<file path="config.mk">
export PLATFORM = sky130hd
export DESIGN_NAME = optical_combiner_nch
export DESIGN_NICKNAME = d
export VERILOG_FILES = /design/src/rtl/optical_combiner_nch_pkg.sv /design/src/rtl/optical_combiner_nch_hyst.sv /design/src/rtl/optical_combiner_nch.sv
export SDC_FILE = /design/constraint.sdc
export NUM_CORES = 1
export LEC_CHECK = 0
export CAP_MARGIN = 20
export CORE_UTILIZATION = 57
export CTS_CLUSTER_SIZE = 16
export DETAILED_ROUTE_END_ITERATION = 6
export GPL_TIMING_DRIVEN = 1
export PLACE_DENSITY = 0.89
export SYNTH_ARGS = -nofsm -noshare
export SYNTH_HDL_FRONTEND = slang
export SYNTH_HIERARCHICAL = 1
export SYNTH_SLANG_ARGS = --single-unit
</file>
<file path="constraint.sdc">
create_clock -name clk -period 6.13 [get_ports clk]
set_clock_uncertainty 0.1 [all_clocks]
set_input_delay 1.226 -clock clk [delete_from_list [all_inputs] [get_ports clk]]
set_output_delay 1.226 -clock clk [all_outputs]
set_load 0.05 [all_outputs]
</file>
<file path="src/rtl/optical_combiner_nch_pkg.sv">
// Shared types and helpers for the N-channel optical combiner:
// combine-mode enum, sum-width calculation and the saturating clip.
package optical_pkg;

    typedef enum logic [1:0] {
        OPT_OR  = 2'd0,
        OPT_AND = 2'd1,
        OPT_XOR = 2'd2,
        OPT_MAJ = 2'd3
    } optical_mode_e;

    typedef struct packed {
        logic        sat;
        logic [31:0] val;
    } clip_t;

    // Width that holds the sum of n_ch samples of w bits without overflow.
    function automatic int unsigned sum_width(input int unsigned n_ch, input int unsigned w);
        return w + $clog2(n_ch);
    endfunction

    // Clip v to the largest w-bit value, flagging when clipping occurred.
    function automatic clip_t sat_clip(input logic [31:0] v, input int unsigned w);
        clip_t       r;
        logic [31:0] max_v;
        max_v = (32'd1 << w) - 32'd1;
        if (v > max_v) begin
            r.sat = 1'b1;
            r.val = max_v;
        end else begin
            r.sat = 1'b0;
            r.val = v;
        end
        return r;
    endfunction

endpackage

</file>
<file path="src/rtl/optical_combiner_nch_hyst.sv">
// Per-channel hysteresis detector: turns an intensity sample into a lit/dark
// state that only moves when a sample is accepted.
module optical_hyst_detector #(
    parameter int unsigned W = 8
) (
    input  logic         clk,
    input  logic         rst_n,
    input  logic         en_i,
    input  logic [W-1:0] sample_i,
    input  logic [W-1:0] thr_on_i,
    input  logic [W-1:0] toff_i,
    output logic         lit_o,
    output logic         lit_next_o
);

    logic lit_q;

    always_comb begin
        lit_next_o = lit_q;
        if (!lit_q && (sample_i >= thr_on_i)) begin
            lit_next_o = 1'b1;
        end else if (lit_q && (sample_i < toff_i)) begin
            lit_next_o = 1'b0;
        end
    end

    always_ff @(posedge clk or negedge rst_n) begin
        if (!rst_n) begin
            lit_q <= 1'b0;
        end else if (en_i) begin
            lit_q <= lit_next_o;
        end
    end

    assign lit_o = lit_q;

endmodule

</file>
<file path="src/rtl/optical_combiner_nch.sv">
// N-channel optical combiner: hysteresis per channel, selectable logic
// combine of the lit states, and attenuated/saturated coupler power.
module optical_combiner_nch
    import optical_pkg::*;
#(
    parameter int unsigned N_CH        = 4,
    parameter int unsigned W           = 8,
    parameter int unsigned ATTEN_SHIFT = 1
) (
    input  logic              clk,
    input  logic              rst_n,
    input  logic              in_valid,
    output logic              in_ready,
    input  logic [N_CH*W-1:0] in_intensity,
    input  logic [W-1:0]      thr_on,
    input  logic [W-1:0]      thr_off,
    input  logic [1:0]        mode,
    output logic              out_valid,
    input  logic              out_ready,
    output logic              out_bit,
    output logic [N_CH-1:0]   out_lit,
    output logic [W-1:0]      out_intensity,
    output logic              out_sat
);

    localparam int unsigned SUM_W = sum_width(N_CH, W);

    logic              advance_c;
    logic              accept_c;
    logic [W-1:0]      toff_c;
    logic [N_CH-1:0]   lit_state;
    logic [N_CH-1:0]   lit_next_c;
    logic [SUM_W-1:0]  sum_c;
    logic [SUM_W-1:0]  att_c;
    clip_t             clip_c;

    logic              s1_valid_q;
    logic              s1_bit_q;
    logic [SUM_W-1:0]  s1_sum_q;

    logic              out_valid_q;
    logic              out_bit_q;
    logic [N_CH-1:0]   out_lit_q;
    logic [W-1:0]      out_intensity_q;
    logic              out_sat_q;

    function automatic logic combine(input logic [N_CH-1:0] l, input optical_mode_e m);
        int unsigned pc;
        logic        r;
        pc = 0;
        for (int unsigned k = 0; k < N_CH; k++) begin
            pc = pc + 32'(l[k]);
        end
        case (m)
            OPT_OR:  r = |l;
            OPT_AND: r = &l;
            OPT_XOR: r = ^l;
            OPT_MAJ: r = ((pc * 2) > N_CH);
            default: r = 1'b0;
        endcase
        return r;
    endfunction

    assign advance_c = !out_valid_q || out_ready;
    assign accept_c  = in_valid && advance_c;
    assign in_ready  = advance_c;
    assign toff_c    = (thr_off < thr_on) ? thr_off : thr_on;

    // The detector register doubles as the S1 lit state of the vector in flight.
    for (genvar k = 0; k < N_CH; k++) begin : g_ch
        optical_hyst_detector #(.W(W)) u_hyst (
            .clk        (clk),
            .rst_n      (rst_n),
            .en_i       (accept_c),
            .sample_i   (in_intensity[k*W +: W]),
            .thr_on_i   (thr_on),
            .toff_i     (toff_c),
            .lit_o      (lit_state[k]),
            .lit_next_o (lit_next_c[k])
        );
    end

    always_comb begin
        sum_c = '0;
        for (int unsigned k = 0; k < N_CH; k++) begin
            sum_c = sum_c + SUM_W'(in_intensity[k*W +: W]);
        end
    end

    assign att_c  = s1_sum_q >> ATTEN_SHIFT;
    assign clip_c = sat_clip(32'(att_c), W);

    // Stage 1: combined bit and coupler sum of the accepted vector.
    always_ff @(posedge clk or negedge rst_n) begin
        if (!rst_n) begin
            s1_valid_q <= 1'b0;
            s1_bit_q   <= 1'b0;
            s1_sum_q   <= '0;
        end else if (advance_c) begin
            s1_valid_q <= in_valid;
            if (accept_c) begin
                s1_bit_q <= combine(lit_next_c, optical_mode_e'(mode));
                s1_sum_q <= sum_c;
            end
        end
    end

    // Stage 2: output register, held while downstream stalls.
    always_ff @(posedge clk or negedge rst_n) begin
        if (!rst_n) begin
            out_valid_q     <= 1'b0;
            out_bit_q       <= 1'b0;
            out_lit_q       <= '0;
            out_intensity_q <= '0;
            out_sat_q       <= 1'b0;
        end else if (advance_c) begin
            out_valid_q     <= s1_valid_q;
            out_bit_q       <= s1_bit_q;
            out_lit_q       <= lit_state;
            out_intensity_q <= W'(clip_c.val);
            out_sat_q       <= clip_c.sat;
        end
    end

    assign out_valid     = out_valid_q;
    assign out_bit       = out_bit_q;
    assign out_lit       = out_lit_q;
    assign out_intensity = out_intensity_q;
    assign out_sat       = out_sat_q;

endmodule

</file>
==> summary.txt <==
Outcome -> finished with violations
Violations in the final reports -> design-rule violations
Vias in the first global route -> 3519
Skew-Pair Late Insertion Delay -> 0.30 ns
Final hold viol count -> 0
Final #Nets -> 670
CP startpoint kind -> input pin
Most common cell after layout, fill and taps aside -> inv_1
Worst Path Arrival -> 5.86 ns
CP Capture Type -> flop
CTS tree -> yes
Via count -> 3367
Crit-path cells -> clkdlybuf4s50_1 -> inv_1 -> ha_1 -> a21o_1 -> a31oi_1 -> o21ai_1 -> a21oi_4 -> buf_4 -> mux2_2 -> inv_1 -> ha_1 -> nand3_1 -> nand4b_1 -> a21oi_1 -> nor2_1 -> fa_1 -> ha_1 -> ha_1 -> nor3b_1 -> o21ai_0 -> o211ai_1 -> o211ai_1 -> o21a_1
Critical path type -> in2reg
Final Slew Violations -> 0
Total grt overflow -> 0
Pin count of the biggest net entering global routing -> 31
Post-synth cell types -> 34
Maximum single-stage delay on the critical path -> 0.50 ns
WL final -> 9752 um
Power per Cell Area -> 268.6 mW/mm2
1st-iter DRT viols -> 151
Die extent in y -> 83.81 um
Die area -> 0.007024 mm2
Worst Setup SP -> thr_on[2]
Core area -> 0.006422 mm2
Placed Cells incl. Taps -> 584
Max Buffers Root-to-Sink -> 2
Per-cell routed wire length -> 16.39 um
Unrepaired setup endpoints after global routing -> false
Worst slew margin -> 0.6618
Largest driver fanout on the critical path -> 5
Ratio of cells with drive above 1 in the final layout -> 0.08301
Worst-Margin Slew -> 0.5057 ns
Hpwl dp -> 8241 um
Synth-to-Final Area Change -> 24.99%
Die width -> 83.81 um
#FFs+latches synth -> 30
Post-Synthesis Cell Area -> 0.003815 mm2
Post-route cell area -> 0.004768 mm2
Finished Layout Cells -> 595
Ys Warns -> 6
Initial antenna violation count -> 0
GR Util All Layers -> 0.2947
CP most frequent cell -> ha_1
Num CTS Buffers -> 5
Total clock sinks -> 30
# Max-Cap Violations -> 0
First-pass GRT wire length -> 16240 um
Top FF cell, synth -> dfrtp_1
DRT Pass-1 Iters -> 7
Port Buf Inserts -> 69
Setup Viol. Count Final -> 0
CP max stage cell -> clkdlybuf4s50_1
Syn nets -> 587
HP Class -> reg2reg
Hold_sp -> s1_valid_q
Commonest cells after routing, fill and taps aside -> inv_1 (112), ha_1 (82), clkdlybuf4s50_1 (68), dfrtp_1 (30), nand2_1 (27)
Fin crit share -> 0.9419
Top Ports -> 70
Initial Util -> 0.5940
Cell Rows -> 29
FMAX -> 173.2 MHz
Max VDD drop -> 0.0001285 V
DP Area -> 0.004648 mm2
Clock-pin slew on the worst setup and hold paths -> 0.07 ns
FFs w/ async S/R, synth -> 1.000
Leak -> 2.490 nW
Fillers -> 476
GP Congestion -> 0.9303
Synthesized instance count -> 434
Post-synthesis sequential area ratio -> 0.1968
CTS root buf -> clkbuf_8
Avg Vias per Cell -> 5.659
Syn avg cell area -> 8.790 um2
Worst endpoint required time -> 6.21 ns
Reg2reg start -> g_ch[1].u_hyst/lit_o
H-tree Lvls -> 2
Final antenna-violating net count -> 0
DR DRC count -> 7
# diodes -> 0
Hold Buf Count CTS -> 0
Post-synth EDFFs -> 0
Tmin final -> 5.774 ns
-- cell type report --
cell class | count | area, um2 | share of cell area
clock buffer | 6 | 82.58 | 0.01732
clock inverter | 2 | 12.51 | 0.002624
inverter | 112 | 420.4 | 0.08817
multi-input combinational | 287 | 2623 | 0.5500
sequential | 30 | 750.7 | 0.1574
tap | 77 | 96.34 | 0.02020
timing repair buffer | 81 | 783.3 | 0.1643
-- flip-flops by register name, indices dropped and copies added, names as in the netlist --
signal,flops
out_sat,1
out_lit,4
out_bit,1
out_intensity,8
s1_valid_q,1
out_valid,1
s1_sum_q,9
s1_bit_q,1
g_ch.u_hyst/lit_o,4
-- synthesized netlist by cell type (all sizes together) (8+ instances only) --
master,count,share of area
a21oi,17,0.025
dfrtp,30,0.20
o21ai,28,0.037
nor2,18,0.018
o211ai,13,0.026
a211oi,14,0.033
mux2,14,0.041
nand2,27,0.027
inv,112,0.11
ha,82,0.27
nor3b,9,0.018
fa,17,0.089
o2111a,8,0.024
-- where the power goes --
part	total [mW]	switching, mW	internal (mW)	leakage, nW
Clock	0.173	0.0827	0.0901	0.0472
Combinational	0.776	0.454	0.322	2.08
Sequential	0.332	0.0541	0.278	0.362
-- worst max-delay path: cells and delay by family --
family / cells / cell delay, ns
compound gates: 9 / 1.35
fa+ha+maj: 5 / 1.53
buf+inv: 4 / 0.83
mux: 1 / 0.39
simple gates: 4 / 0.52
-- worst paths after layout --
kind | depth (start not counted) | endpoint | slack [ns]
setup reg to reg | 10 | s1_bit_q | 3.33
hold / removal | 1 | out_valid | 0.36
max in group asynchronous | 2 | out_lit[3] | 4.43
hold reg to reg | 1 | out_valid | 0.36
min in group asynchronous | 2 | s1_sum_q[7] | 1.22
setup / recovery | 23 | s1_bit_q | 0.36
-- metrics by stage --
stage	hold slack, ns	worst slack, ns	power, mW	util	TNS (ns)
after floorplan	0.3346	1.019	0.8509	-	0
after global placement	0.3428	0.2075	1.065	0.7237	0
after detailed placement	0.3512	-0.0004907	1.103	0.7237	-0.0004907
after CTS	0.3662	0.2995	1.281	0.7386	0
after global routing	0.3969	0.06882	1.381	0.7425	0
final	0.3603	0.3563	1.281	0.7425	0
-- repair_timing --
action / in CTS / in global routing
gates resized for setup: 0 / 1
endpoints found under the setup margin: 0 / 1
buffers inserted: 0 / 3
-- metal layers --
layer  GRT usage  vias to the layer above  part of all wire
li1            -                     1628                 -
met1      0.3600                     1588              0.41
met2      0.5283                      129              0.51
met3     0.04451                       22             0.059
met4     0.09718                        0             0.023
met5           0                        -                 0
-- cell families after synthesis --
family | Yosys count | synth area share
buf+inv | 117 | 0.1158
xor+xnor | 6 | 0.01377
flops | 30 | 0.1968
fa+ha+maj | 99 | 0.3582
simple gates | 77 | 0.1007
compound gates | 90 | 0.1709
mux | 15 | 0.04395
Note: power is estimated with default switching activity, not from simulation.
